[src/rtl/branch_unit.sv]
// rtl/branch_unit.sv - branch condition evaluator with status register and next-PC/link strobes
//
// Purpose:
//   Holds the ALU status flags {zero,negative,overflow} in a status register.
//   Accepts one branch request at a time from the decoder (IDLE -> EVAL -> COMMIT).
//   Evaluates B/BEQ/BNE/BLT/BLE against the registered flags.
//   Issues a one-cycle next-PC load and an optional R7 link write.
//
// Ports:
//   clk, reset_n          rising-edge clock, synchronous active-low reset
//   status_in/status_load ALU flags [2]=Z [1]=N [0]=V and their write enable
//   br_valid/br_ready     request handshake; ready only in IDLE
//   br_cond/br_link       condition code (000 B,001 BEQ,010 BNE,011 BLT,100 BLE) and link flag
//   br_pc/br_imm          branch instruction PC and signed offset
//   pc_out/pc_load/taken  next PC, its one-cycle load strobe, and the branch decision
//   link_out/link_write   zero-extended return address and its one-cycle R7 write strobe
//   status_q              current status register
//   taken_cnt/not_taken_cnt  saturating commit counters, present only with BRANCH_STATS_EN
//
// Configuration macro: BRANCH_STATS_EN
module branch_unit #(
  parameter int PC_W  = 9,
  parameter int IMM_W = 8
) (
  input  logic             clk,
  input  logic             reset_n,
  input  logic [2:0]       status_in,
  input  logic             status_load,
  input  logic             br_valid,
  output logic             br_ready,
  input  logic [2:0]       br_cond,
  input  logic             br_link,
  input  logic [PC_W-1:0]  br_pc,
  input  logic [IMM_W-1:0] br_imm,
  output logic [PC_W-1:0]  pc_out,
  output logic             pc_load,
  output logic             taken,
  output logic [15:0]      link_out,
  output logic             link_write,
  output logic [2:0]       status_q
`ifdef BRANCH_STATS_EN
  ,
  output logic [15:0]      taken_cnt,
  output logic [15:0]      not_taken_cnt
`endif
);

  typedef enum logic [1:0] {S_IDLE, S_EVAL, S_COMMIT} state_t;

  state_t           state_q, state_d;
  logic [2:0]       status_d;
  logic [2:0]       cond_q, cond_d;
  logic             link_q, link_d;
  logic [PC_W-1:0]  pc_q, pc_d;
  logic [IMM_W-1:0] imm_q, imm_d;
  logic [PC_W-1:0]  pc_out_q, pc_out_d;
  logic             pc_load_q, pc_load_d;
  logic             taken_q, taken_d;
  logic [15:0]      link_out_q, link_out_d;
  logic             link_write_q, link_write_d;

  logic             decide;
  logic [PC_W-1:0]  fallthrough;
  logic [PC_W-1:0]  target;

  // Decision uses the registered flags, so a status_load on the accept edge
  // is visible here while one during EVAL only affects later branches.
  always_comb begin
    decide = 1'b0;
    case (cond_q)
      3'b000:  decide = 1'b1;
      3'b001:  decide = status_q[2];
      3'b010:  decide = ~status_q[2];
      3'b011:  decide = status_q[1] ^ status_q[0];
      3'b100:  decide = (status_q[1] ^ status_q[0]) | status_q[2];
      default: decide = 1'b0;
    endcase
  end

  assign fallthrough = pc_q + PC_W'(1);
  assign target      = fallthrough + {{(PC_W-IMM_W){imm_q[IMM_W-1]}}, imm_q};

  always_comb begin
    state_d      = state_q;
    status_d     = status_load ? status_in : status_q;
    cond_d       = cond_q;
    link_d       = link_q;
    pc_d         = pc_q;
    imm_d        = imm_q;
    pc_out_d     = pc_out_q;
    taken_d      = taken_q;
    link_out_d   = link_out_q;
    pc_load_d    = 1'b0;
    link_write_d = 1'b0;
    case (state_q)
      S_IDLE: begin
        if (br_valid) begin
          cond_d  = br_cond;
          link_d  = br_link;
          pc_d    = br_pc;
          imm_d   = br_imm;
          state_d = S_EVAL;
        end
      end
      S_EVAL: begin
        taken_d      = decide;
        pc_out_d     = decide ? target : fallthrough;
        link_out_d   = {{(16-PC_W){1'b0}}, fallthrough};
        // Strobes are registered so they are high exactly during COMMIT.
        pc_load_d    = 1'b1;
        link_write_d = link_q & decide;
        state_d      = S_COMMIT;
      end
      default: state_d = S_IDLE;
    endcase
  end

  always_ff @(posedge clk) begin
    if (!reset_n) begin
      state_q      <= S_IDLE;
      status_q     <= 3'b000;
      cond_q       <= 3'b000;
      link_q       <= 1'b0;
      pc_q         <= '0;
      imm_q        <= '0;
      pc_out_q     <= '0;
      pc_load_q    <= 1'b0;
      taken_q      <= 1'b0;
      link_out_q   <= 16'h0000;
      link_write_q <= 1'b0;
    end else begin
      state_q      <= state_d;
      status_q     <= status_d;
      cond_q       <= cond_d;
      link_q       <= link_d;
      pc_q         <= pc_d;
      imm_q        <= imm_d;
      pc_out_q     <= pc_out_d;
      pc_load_q    <= pc_load_d;
      taken_q      <= taken_d;
      link_out_q   <= link_out_d;
      link_write_q <= link_write_d;
    end
  end

  assign br_ready   = (state_q == S_IDLE);
  assign pc_out     = pc_out_q;
  assign pc_load    = pc_load_q;
  assign taken      = taken_q;
  assign link_out   = link_out_q;
  assign link_write = link_write_q;

`ifdef BRANCH_STATS_EN
  logic [15:0] taken_cnt_q, taken_cnt_d;
  logic [15:0] not_taken_cnt_q, not_taken_cnt_d;

  always_comb begin
    taken_cnt_d     = taken_cnt_q;
    not_taken_cnt_d = not_taken_cnt_q;
    if (state_q == S_COMMIT) begin
      if (taken_q) begin
        if (taken_cnt_q != 16'hFFFF) taken_cnt_d = taken_cnt_q + 16'd1;
      end else begin
        if (not_taken_cnt_q != 16'hFFFF) not_taken_cnt_d = not_taken_cnt_q + 16'd1;
      end
    end
  end

  always_ff @(posedge clk) begin
    if (!reset_n) begin
      taken_cnt_q     <= 16'h0000;
      not_taken_cnt_q <= 16'h0000;
    end else begin
      taken_cnt_q     <= taken_cnt_d;
      not_taken_cnt_q <= not_taken_cnt_d;
    end
  end

  assign taken_cnt     = taken_cnt_q;
  assign not_taken_cnt = not_taken_cnt_q;
`else
  // No statistics counters in this build.
`endif

endmodule

[config.mk]
export PLATFORM = sky130hd
export DESIGN_NAME = branch_unit
export DESIGN_NICKNAME = d
export VERILOG_FILES = /design/src/rtl/branch_unit.sv
export SDC_FILE = /design/constraint.sdc
export NUM_CORES = 1
export LEC_CHECK = 0
export BUFFER_PORTS_ARGS = -buffer_cell sky130_fd_sc_hd__buf_4
export CAP_MARGIN = 25
export CORE_MARGIN = 2
export CORE_UTILIZATION = 30
export CTS_BUF_LIST = sky130_fd_sc_hd__clkbuf_2 sky130_fd_sc_hd__clkbuf_4 sky130_fd_sc_hd__clkbuf_8
export DETAILED_ROUTE_END_ITERATION = 10
export PLACE_DENSITY = 0.46
export SLEW_MARGIN = 15
export SYNTH_ARGS = -nofsm -noshare
export SYNTH_HDL_FRONTEND = slang
export SYNTH_SLANG_ARGS = --single-unit
[constraint.sdc]
create_clock -name clk -period 3.1 [get_ports clk]
set_clock_uncertainty 0.05 [all_clocks]
set_input_delay 0.465 -clock clk [delete_from_list [all_inputs] [get_ports clk]]
set_output_delay 0.465 -clock clk [all_outputs]
set_load 0.05 [all_outputs]
[After elaboration in Yosys (flattened, before gate mapping)]
Index checks and enable logic that the tools add are counted.
Storage, ports and cells
  memory bits (writable): 0
  output and inout bits: 32
  latch bits: 0
  bits of input ports: 28
  memories kept: 0
  bits in read-only memories: 0
  word-level logic and storage cells: 32
  bits in registers: 47
Operators by class
  divide/modulo/power cells: 0
  $mul: 0
  reduce and logical (&&, ||, !) cells: 4
  order comparisons: 0
  shift operators: 0
  bitwise logic cells: 4
  $add $sub $neg: 2
  equality and inequality tests: 6
  mux-type cells: 5
Operators with widths (count)
  9-bit by 1-bit adder with 9-bit output (second input constant): 1
  9-bit adder: 1
  9-bit 2-to-1 mux: 1
  3-bit by 2-bit == test with 1-bit output (second input constant): 2
  1-bit case mux with 5 select lines: 1
  2-bit case mux with 2 select lines: 1
  2-bit AND reduction: 2
  3-bit by 1-bit == test with 1-bit output (second input constant): 1
  3-bit == test (second input constant): 1
  3-bit zero test: 1
  2-bit by 1-bit == test with 1-bit output (second input constant): 1
  2-bit zero test: 1
  2-bit 2-to-1 mux: 1
  2-bit inequality test (second input constant): 1
  1-bit AND: 1
  1-bit 2-to-1 mux: 1
  1-bit inverter: 1
  1-bit OR: 1
  1-bit bitwise XOR: 1

[Longest topological paths before layout]
Gate-level depths: netlist of the first run.
  depth after elaboration: 4
  mapped depth: 10

[Worst setup path before layout of the first run]
No wires, ideal clock.
  path kind: flip-flop to flip-flop
  start point: register pc_q[2]
  end point: register pc_out_q[8], in the netlist pc_out[8]
  cell stages (with the launch flop): 11
  period minus slack after synthesis: 2579 ps
  slack: 521 ps
  arrival time: 2450 ps
  path buffers: 0
  cells stage by stage: dfxtp_1 nand3_1 nor2_1 xnor2_1 inv_1 ha_1 a21o_1 or4b_1 o21a_1 a2111o_1 o211ai_1
Between the ends
  word-level cells in the longest chain between the ends: 3
RTL lines
  start, declared: RTL line 54  | logic [PC_W-1:0] pc_q, pc_d;
  start signal, assigned: RTL line 136  | pc_q <= pc_d;
  9-bit by 1-bit adder with 9-bit output: RTL line 80  | assign fallthrough = pc_q + PC_W'(1);
  via fallthrough[5]: RTL line 63  | logic [PC_W-1:0] fallthrough;
  9-bit adder: RTL line 81  | assign target = fallthrough + {{(PC_W-IMM_W){imm_q[IMM_W-1]}}, imm_q};
  9-bit 2-to-1 mux: RTL line 107  | pc_out_d = decide ? target : fallthrough;
  end signal, assigned: RTL line 138  | pc_out_q <= pc_out_d;
  end, declared: RTL line 56  | logic [PC_W-1:0] pc_out_q, pc_out_d;
The timed path passes the listed nets, and every way through them passes these cells.
A chain may end at the register's enable or synchronous reset.

[Worst setup path in the final report of the first run]
Same ends and word-level chain as after synthesis.

==> summary.txt, run 1 <==
Clock tree
  • H-tree depth: 2
  • Clock tree buffer depth: 2
  • CTS buffer count: 5
  • TritonCTS clock tree: done
  • Total clock sinks: 47
  • Clock Pin Slew Worst Setup and Hold Paths: 0.09 ns
  • Skew-Pair Late Insertion Delay: 0.29 ns
  • Root Driver: clkbuf_8
  • Post_cts resized: 0
  • CTS Hold Bufs: 0
  • Post-CTS setup buffers: 0

Critical path
  • Worst Path Max Fanout: 5
  • Crit end category: flip-flop
  • Reg2reg path depth: 10
  • WP data required: 3.28 ns
  • Flop2flop setup slack: 0.27 ns
  • Worst r2r src: pc_q[2]
  • Worst path slowest cell: or4b_1
  • CP Class: flip-flop to flip-flop
  • End of the worst register-to-register path: pc_out[8]
  • Crit-path max cell delay: 0.46 ns
  • Worst setup SP type: flip-flop
  • Crit. Startpoint: pc_q[2]
  • CP cell instances: nand3_1 > nor2_1 > xnor2_1 > inv_1 > ha_1 > a21o_1 > or4b_1 > o21a_1 > a2111o_1 > o211ai_1
  • Critical Path Sink: pc_out[8]
  • Critical Path AT: 3.01 ns

Floorplanning
  • Die ar.: 8380 um^2
  • Die width: 91.6 um
  • Initial core utilization: 31.4%
  • Die height: 91.6 um
  • Io pins: 60
  • Row cnt: 31
  • Core ar.: 7330 um^2

Power
  • Sw frac: 30.7%
  • Switch Pwr: 447 uW
  • Clock power share: 30.7%
  • Reg power frac: 46.0%
  • Combinational share of power: 23.3%
  • Standby leakage power: 1.31 nW
  • Total chip power: 1.46 mW
  • Power per Cell Area: 504 nW/um^2
  • Internal: 1.01 mW
  • VDD IR max: 0.000174 V

Synth
  • Gate Count Post-Synth: 283
  • Ys Warns: 0
  • Mux share of post-synthesis cell area: 3.54%
  • Synth Area in Adders: 6.31%
  • Synth cell types: 40
  • Post-Syn Area: 2300 um^2
  • Synth Area in Simple Gates: 19.7%
  • Main combinational cell family by area after synthesis: simple AND/OR/NAND/NOR gates
  • Synth Area in XOR/XNOR: 4.19%
  • Compound-cell area share of the yosys netlist: 19.2%
  • Syn avg cell area: 8.13 um^2
  • Post-synthesis sequential area ratio: 40.9%
  • #FFs+latches synth: 47

Timing
  • Setup ws final: 0.272 ns
  • Setup TNS: 0 ns
  • Slew HR: 51.4%
  • Worst hold slack: 0.351 ns
  • Finish-stage setup viols: 0
  • Fin crit share: 91.2%
  • RSZ-0062 raised after global routing: no
  • Final hold vios: 0
  • Minimum clock period: 2.83 ns
  • F_max: 0.354 GHz
  • Max-slew violations: 0
  • Worst slew pin tran: 0.728 ns

Drt
  • Wire per inst: 13.2 um
  • DRC: 0
  • Vias: 2010
  • Routed Antenna Nets: 0
  • Initial DRC count: 52
  • Vias per inst: 4.63
  • First-pass DRT Iterations: 4
  • Total wire length: 5720 um

Place
  • Final Wtd Congestion: 0.839
  • Post-DP HPWL: 4340 um
  • I/O Buffers: 52
  • Pre-CTS setup slack: 0.277 ns
  • Cells after DPL: 427

Global route
  • Vias in the first global route: 1892
  • Pin count of the biggest net entering global routing: 30
  • First-pass GRT wire length: 9590 um
  • Initial antenna violation count: 0
  • Gr ovfl total: 0
  • Total GRT Usage: 14.5%

Worst hold path
  • Hold path startpoint: status_in[0]
  • Min-delay worst type: input pin to flip-flop

Job
  • Max cap viols: 0

Layout
  • Commonest non-fill, non-tap cells in the layout: buf_4, nand2_1, dfxtp_1
  • Fin cells: 434
  • Most common cell after layout, fill and taps aside: buf_4
  • Layout area overhead: 25.5%
  • Final #Nets: 374
  • Fraction of layout cells with a size suffix above 1: 20.0%
  • N_diodes: 0

Outcome
  • Status: completed
worst max-delay path, delay by kind of cell (launching register included):
kind / cells / cell delay (ns)
compound gates: 4 / 0.88
simple gates: 3 / 0.77
flops: 1 / 0.41
fa+ha+maj: 1 / 0.35
xor+xnor: 1 / 0.23
buf+inv: 1 / 0.09
sequential cells by signal, indices dropped and copies added (netlist names):
signal      count
cond_q          3
imm_q           8
link_out        9
link_q          1
link_write      1
pc_load         1
pc_out          9
pc_q            9
state_q         2
status_q        3
taken           1
through the flow:
step	cell area [um^2]	util (%)
after floorplan	2320	-
after global placement	2780	37.9
after detailed placement	2780	37.9
after CTS	2890	39.4
after global routing	2890	39.4
final	2890	39.4
synthesized netlist by cell type (all sizes together):
master | instances | area, um^2
mux2i | 7 | 70.1
xor2 | 6 | 52.6
a21o | 3 | 22.5
or3 | 2 | 12.5
clkinv | 1 | 3.75
o21a | 2 | 15.0
or3b | 1 | 8.76
conb | 1 | 3.75
nor2 | 22 | 82.6
o21bai | 1 | 7.51
and4b | 1 | 10.0
xnor2 | 5 | 43.8
ha | 10 | 125
mux2 | 1 | 11.3
o2bb2ai | 1 | 8.76
o31ai | 2 | 28.8
a211oi | 5 | 37.5
and2 | 1 | 6.26
nand3 | 7 | 35.0
dfxtp | 47 | 941
nor3 | 8 | 40.0
nand2b | 3 | 18.8
or4b | 1 | 10.0
o31a | 3 | 27.5
o211a | 2 | 20.0
fa | 1 | 20.0
nand2 | 56 | 210
a2111o | 1 | 11.3
inv | 11 | 41.3
nor2b | 2 | 12.5
o41ai | 1 | 8.76
o21ai | 11 | 55.1
and3 | 1 | 6.26
clkbuf | 11 | 41.3
a31oi | 2 | 12.5
buf | 7 | 52.6
a21oi | 34 | 170
o211ai | 2 | 15.0
power groups by stage:
stage,clock network [mW],logic [mW],registers (mW)
floorplan,0,0.178,0.745
global placement,0,0.345,0.683
detailed placement,0,0.343,0.684
CTS,0.460,0.344,0.670
global route,0.488,0.374,0.676
finish,0.447,0.340,0.669
area by class of cell:
cell class	count	area, um^2
Multi-Input combinational cell	212	1240
Timing Repair Buffer	57	428
Sequential cell	47	941
Clock buffer	6	76.3
Fill cell	784	4440
Inverter	12	45.0
Tap cell	99	124
Clock inverter	1	30.0
cells by family (layout without fill, tap and decap cells):
kind of cell               Yosys count  count (layout)
xor gates and xnor gates            11              11
adders and majority gates           11              11
muxes                                8               8
other                                1               7
and+or+nand+nor                    105             105
AOI/OAI and AO/OA                   70              70
buffers and inverters               30              76
DFF                                 47              47
layer usage:
| layer | up-vias | global-route usage (%) | wire length, um |
|---|---|---|---|
| li1 | 1053 | - | - |
| met1 | 894 | 20.9 | 2970 |
| met2 | 56 | 21.5 | 2430 |
| met3 | 7 | 3.15 | 241 |
| met4 | 0 | 4.17 | 76 |
| met5 | - | 0 | 0 |
how the worst min path moves through the flow:
stage / to / slack [ns] / depth (start not counted)
after floorplan: link_q / 0.38 / 2
after global placement: link_q / 0.39 / 2
after detailed placement: imm_q[4] / 0.41 / 2
after CTS: status_q[0] / 0.35 / 3
after global routing: cond_q[1] / 0.34 / 3
final: status_q[0] / 0.35 / 3
Note: power is estimated with default switching activity, not from simulation.
==> run 2, diff against run 1 <==
- CORE_MARGIN: 2 -> 4
- PLACE_DENSITY: 0.46 -> 0.48
==> run 2 against run 1 <==
Against the previous run:
- largest power group unchanged
- first-iteration DRC count up 120%
- total power down 2.8%
- design area down 0.48%
- register-to-register slack worse by 0.04 ns
- die area up 8.9%
- global-route usage down 0.88 points
- sequential share of layout area up 0.20 points
- critical path depth unchanged
- flip-flop and latch count unchanged
- highest routed layer unchanged
- setup slack worse by 0.038 ns
==> summary.txt, run 2 (synthesis gave the netlist of run 1 again) <==
Critical path
  • Flop2flop setup slack: 0.23 ns
  • Crit end category: flip-flop
  • Critical Path AT: 3.05 ns
  • Reg2reg path depth: 10
  • Worst Path Max Fanout: 5
  • WP data required: 3.28 ns
  • CP Class: flip-flop to flip-flop
  • Worst r2r src: pc_q[3]
  • Worst setup SP type: flip-flop
  • End of the worst register-to-register path: pc_out[8]

Drt
  • DRC: 0
  • Total wire length: 5890 um
  • Wire per inst: 13.6 um
  • First-pass DRT Iterations: 4
  • Routed Antenna Nets: 0
  • Initial DRC count: 113
  • Vias: 2005
  • Vias per inst: 4.62

Timing
  • Slew HR: 51.2%
  • Finish-stage setup viols: 0
  • Final hold vios: 0
  • Max-slew violations: 0
  • F_max: 0.349 GHz
  • Minimum clock period: 2.87 ns
  • RSZ-0062 raised after global routing: no
  • Setup ws final: 0.234 ns
  • Worst hold slack: 0.345 ns
  • Setup TNS: 0 ns
  • Fin crit share: 92.4%
  • Worst slew pin tran: 0.733 ns

Power
  • Power per Cell Area: 492 nW/um^2
  • VDD IR max: 0.000176 V
  • Standby leakage power: 1.30 nW
  • Total chip power: 1.41 mW

Place
  • Post-DP HPWL: 4420 um
  • Pre-CTS setup slack: 0.265 ns
  • Final Wtd Congestion: 0.814
  • I/O Buffers: 52

Layout
  • Commonest non-fill, non-tap cells in the layout: nand2_1, buf_4, dfxtp_1
  • Fillcell total: 794
  • Multi-input gate area: 1240 um^2
  • Fraction of layout cells with a size suffix above 1: 20.3%
  • N_diodes: 0
  • Layout area overhead: 24.9%
  • Register area: 942 um^2
  • Final #Nets: 373

Clock tree
  • H-tree depth: 2
  • Total clock sinks: 47
  • CTS buffer count: 5
  • Clock Pin Slew Worst Setup and Hold Paths: 0.09 ns
  • Clock tree buffer depth: 2
  • Post-CTS setup buffers: 0
  • Skew-Pair Late Insertion Delay: 0.30 ns
  • Post_cts resized: 0
  • Root Driver: clkbuf_8
  • TritonCTS clock tree: done
  • CTS Hold Bufs: 0

Floorplanning
  • Die ar.: 9130 um^2
  • Core ar.: 7370 um^2
  • Die width: 95.6 um
  • Row cnt: 31
  • Die height: 95.6 um
  • Initial core utilization: 31.2%
  • Io pins: 60

Global route
  • Initial antenna violation count: 0
  • Total GRT Usage: 13.6%
  • Vias in the first global route: 1872
  • Pin count of the biggest net entering global routing: 29
  • Gr ovfl total: 0
  • First-pass GRT wire length: 9630 um

Worst hold path
  • Min-delay worst type: input pin to flip-flop
  • Hold Crit Endpoint: status_q[2]
  • Hold depth: 3
  • Hold path startpoint: status_in[2]

Outcome
  • Status: completed

Job
  • Max cap viols: 0
==> run 2: cell count changes in the layout (fill, tap and decap cells not counted) <==
cell,previous run,this run
clkbuf_8,5,6
dfxtp_2,0,1
buf_4,57,56
dfxtp_1,47,46
clkinv_4,0,1
bufinv_16,1,0
==> run 2: worst max-delay path by stage <==
| stage | startpoint | to | cells after the start |
|---|---|---|---|
| final | pc_q[3] | pc_out[8] | 10 |
| after global routing | pc_q[3] | pc_out[8] | 10 |
| after global placement | pc_q[2] | pc_out[8] | 10 |
| after CTS | pc_q[2] | pc_out[8] | 10 |
| after detailed placement | pc_q[2] | pc_out[8] | 10 |
| after floorplan | pc_q[2] | pc_out[8] | 10 |
==> run 2: worst max-delay path: stages, from the launching register on <==
cell,delay (ns)
dfxtp_1,0.39
nand3_1,0.15
nor2_1,0.14
xnor2_1,0.23
inv_1,0.10
ha_1,0.36
a21o_1,0.23
or4b_1,0.47
o21a_1,0.20
a2111o_1,0.37
o211ai_1,0.09
==> run 2: metrics by stage <==
stage	area (um^2)	utilization, %	instances
6_report	2870	39.0	434
5_1_grt	2870	39.0	434
4_1_cts	2870	39.0	434
3_5_place_dp	2770	37.6	426
3_3_place_gp	2770	37.6	426
2_1_floorplan	2320	-	289
==> run 2: report_power, final <==
part	internal, mW	switching, mW
Combinational	0.121	0.219
Clock	0.192	0.212
Sequential	0.642	0.0284
==> run 2: per-layer routing <==
metal	track usage, %	up-vias	share of wire, %
li1	-	1058	-
met1	20.6	893	53
met2	19.2	49	41
met3	2.60	5	5.5
met4	3.91	0	1.3
met5	0	-	0
==> run 2: cell type report <==
class | instances | area share, %
multi-input cells | 212 | 43.2
flip-flops and latches | 47 | 32.8
repair buffers | 56 | 14.6
well taps | 99 | 4.31
clock buffers | 7 | 3.14
inverters | 12 | 1.57
clock inverters | 1 | 0.305
==> run 3, diff against run 2 <==
- ABC_AREA: unset -> 1
- BUFFER_PORTS_ARGS: -buffer_cell sky130_fd_sc_hd__buf_4 -> unset
- DONT_BUFFER_PORTS: unset -> 1
- PLACE_DENSITY: 0.48 -> 0.42
==> run 3 against run 2 <==
Against the previous run:
- global-route usage shrank 0.69 points
- register-to-register slack gained 0.57 ns
- wire length grew 3.3%
- setup slack better by 0.57 ns
- largest power group unchanged
- highest routed layer unchanged
==> summary.txt, run 3 <==
Global route
  • Grt peak-use layer: met2
  • M2 GR Usage: 21.2%
  • First-pass GRT wire length: 10000 um
  • Pin count of the biggest net entering global routing: 39
  • GR Layer Usage met3: 3.71%
  • Vias in the first global route: 2032
  • Gr ovfl total: 0
  • Total GRT Usage: 12.9%
  • Grt met1 use: 16.3%
  • Initial antenna violation count: 0

Critical path
  • Critical Path AT: 2.45 ns
  • CP Class: flip-flop to flip-flop
  • Worst setup SP type: flip-flop
  • WP data required: 3.25 ns
  • CP cell instances: ha_1 > nand2_1 > nor2_2 > nand2_1 > o21ai_1 > nand2_1 > ha_1 > nand2_1 > nor2_1 > nand3_1 > nand2_1 > nand2_1 > nand3_1 > nand2_1 > inv_1 > nor2_1
  • Crit-path max cell delay: 0.37 ns
  • Crit end category: flip-flop
  • Worst Path Max Fanout: 4
  • Crit path top cell by count: nand2_1
  • Worst path slowest cell: dfxtp_1

Timing
  • Minimum clock period: 2.29 ns
  • Final hold vios: 0
  • Max-slew violations: 0
  • Finish-stage setup viols: 0
  • RSZ-0062 raised after global routing: no
  • Fin crit share: 74.0%
  • F_max: 0.436 GHz
  • Worst hold slack: 0.210 ns
  • Worst slew pin tran: 0.637 ns
  • Setup TNS: 0 ns
  • Setup ws final: 0.806 ns
  • Slew HR: 57.4%

Layout
  • Post-Route Utilization: 33.2%
  • Fin cells: 446
  • Fillcell total: 889
  • N_diodes: 0
  • Layout area overhead: 6.51%
  • Fraction of layout cells with a size suffix above 1: 7.27%
  • Final #Nets: 382
  • Most common cell after layout, fill and taps aside: nand2_1
  • Commonest non-fill, non-tap cells in the layout: nand2_1, dfxtp_1, inv_1
  • Fin area: 2580 um^2

Power
  • Sw frac: 35.7%
  • Clock power share: 28.4%
  • Combinational share of power: 18.9%
  • Internal: 919 uW
  • Switch Pwr: 510 uW
  • Reg power frac: 52.8%
  • Standby leakage power: 1.22 nW
  • Total chip power: 1.43 mW
  • VDD IR max: 0.000160 V
  • Power per Cell Area: 554 nW/um^2

Place
  • Pre-CTS setup slack: 0.835 ns
  • I/O Buffers: 0
  • Final Wtd Congestion: 0.871
  • Cells after DPL: 438
  • DP Area: 2480 um^2
  • Post-DP HPWL: 4530 um

Clock tree
  • CTS Hold Bufs: 0
  • TritonCTS clock tree: done
  • Root Driver: clkbuf_8
  • H-tree depth: 2
  • Total clock sinks: 47
  • Clock tree buffer depth: 2
  • Post_cts resized: 0
  • CTS buffer count: 5
  • Skew-Pair Late Insertion Delay: 0.30 ns
  • Clock Pin Slew Worst Setup and Hold Paths: 0.10 ns
  • Post-CTS setup buffers: 0

Synth
  • Gate Count Post-Synth: 346
  • Top-count cell post-synth: nand2_1
  • Largest area contributor in the netlist: dfxtp_1
  • Area contributors post-synth: dfxtp_1, nand2_1, o21ai_0, inv_1, a21oi_1
  • Post-Syn Area: 2420 um^2
  • Ys Warns: 0
  • Synth cell types: 33
  • Async SR Flop Fraction: 0%
  • EDFF count, synth: 0
  • Post-synthesis sequential area ratio: 38.9%
  • Main synth FF type: dfxtp_1
  • #FFs+latches synth: 47
  • Synth cell count leaders: nand2_1, dfxtp_1, inv_1
  • Post-synth top area share: 38.9%
  • Syn avg cell area: 6.99 um^2

Floorplanning
  • Die height: 97.8 um
  • Initial core utilization: 31.2%
  • Io pins: 60
  • Row cnt: 32
  • Die width: 97.8 um
  • Die ar.: 9570 um^2
  • Core ar.: 7770 um^2

Drt
  • Vias per inst: 4.61
  • Initial DRC count: 80
  • Vias: 2055
  • First-pass DRT Iterations: 4
  • Wire per inst: 13.6 um
  • Routed Antenna Nets: 0
  • Total wire length: 6090 um
  • DRC: 0

Job
  • Max cap viols: 0

Outcome
  • Status: completed

Worst hold path
  • Min-delay worst type: input pin to flip-flop
[run 3: cell types whose count changed after synthesis, sizes merged, moves of 5 or more]
| cell | delta |
|---|---|
| a211oi | -5 |
| buf | +5 |
| clkbuf | -6 |
| inv | +36 |
| mux2i | -7 |
| nand2 | +23 |
| nand3 | +13 |
| nor2 | +12 |
| nor3 | -8 |
| o21ai | +30 |
[run 3: worst max-delay path, delay by kind of cell, from the launching register on]
kind                     cells  cell delay, ns
buffers and inverters        1            0.05
adder cells (fa/ha/maj)      2            0.50
flip-flops                   1            0.37
AO/OA/AOI/OAI                1            0.15
AND/OR/NAND/NOR             12            1.06
[run 3: final timing paths]
| kind | startpoint | endpoint | slack (ns) | cells after the start |
|---|---|---|---|---|
| setup / recovery | pc_q[0] | pc_out[8] | 0.81 | 16 |
| hold / removal | reset_n | taken | 0.21 | 2 |
| setup reg to reg | pc_q[0] | pc_out[8] | 0.81 | 16 |
| hold reg to reg | link_q | link_write | 0.41 | 2 |
[run 3: cell families after synthesis]
kind of cell	synth area share, %
AND/OR/NAND/NOR	26.1
AO/OA/AOI/OAI	16.4
buffers and inverters	11.4
flip-flops	38.9
adder cells (fa/ha/maj)	6.00
XOR/XNOR	1.09
other	0.155
[run 3: metal layers]
| layer | up-vias | share of wire, % |
|---|---|---|
| li1 | 1090 | - |
| met1 | 914 | 48 |
| met2 | 41 | 45 |
| met3 | 10 | 5.3 |
| met4 | 0 | 1.7 |
| met5 | - | 0 |
[run 3: final cells by class]
cell class                      count  area, um^2  share of cell area [%]
Multi-Input combinational cell    240        1220                    47.5
Sequential cell                    47         941                    36.5
Inverter                           48         180                    6.99
Tap cell                          102         128                    4.95
Clock buffer                        6        82.6                    3.20
Clock inverter                      2        13.8                   0.534
Timing Repair Buffer                1        7.51                   0.291
[run 3: power groups by stage]
stage                     sequential, mW  clock (mW)  combinational [mW]
after floorplan                    0.759           0               0.231
after global placement             0.770           0               0.273
after detailed placement           0.770           0               0.272
after CTS                          0.756       0.422               0.273
after global routing               0.762       0.453               0.311
final                              0.754       0.405               0.270
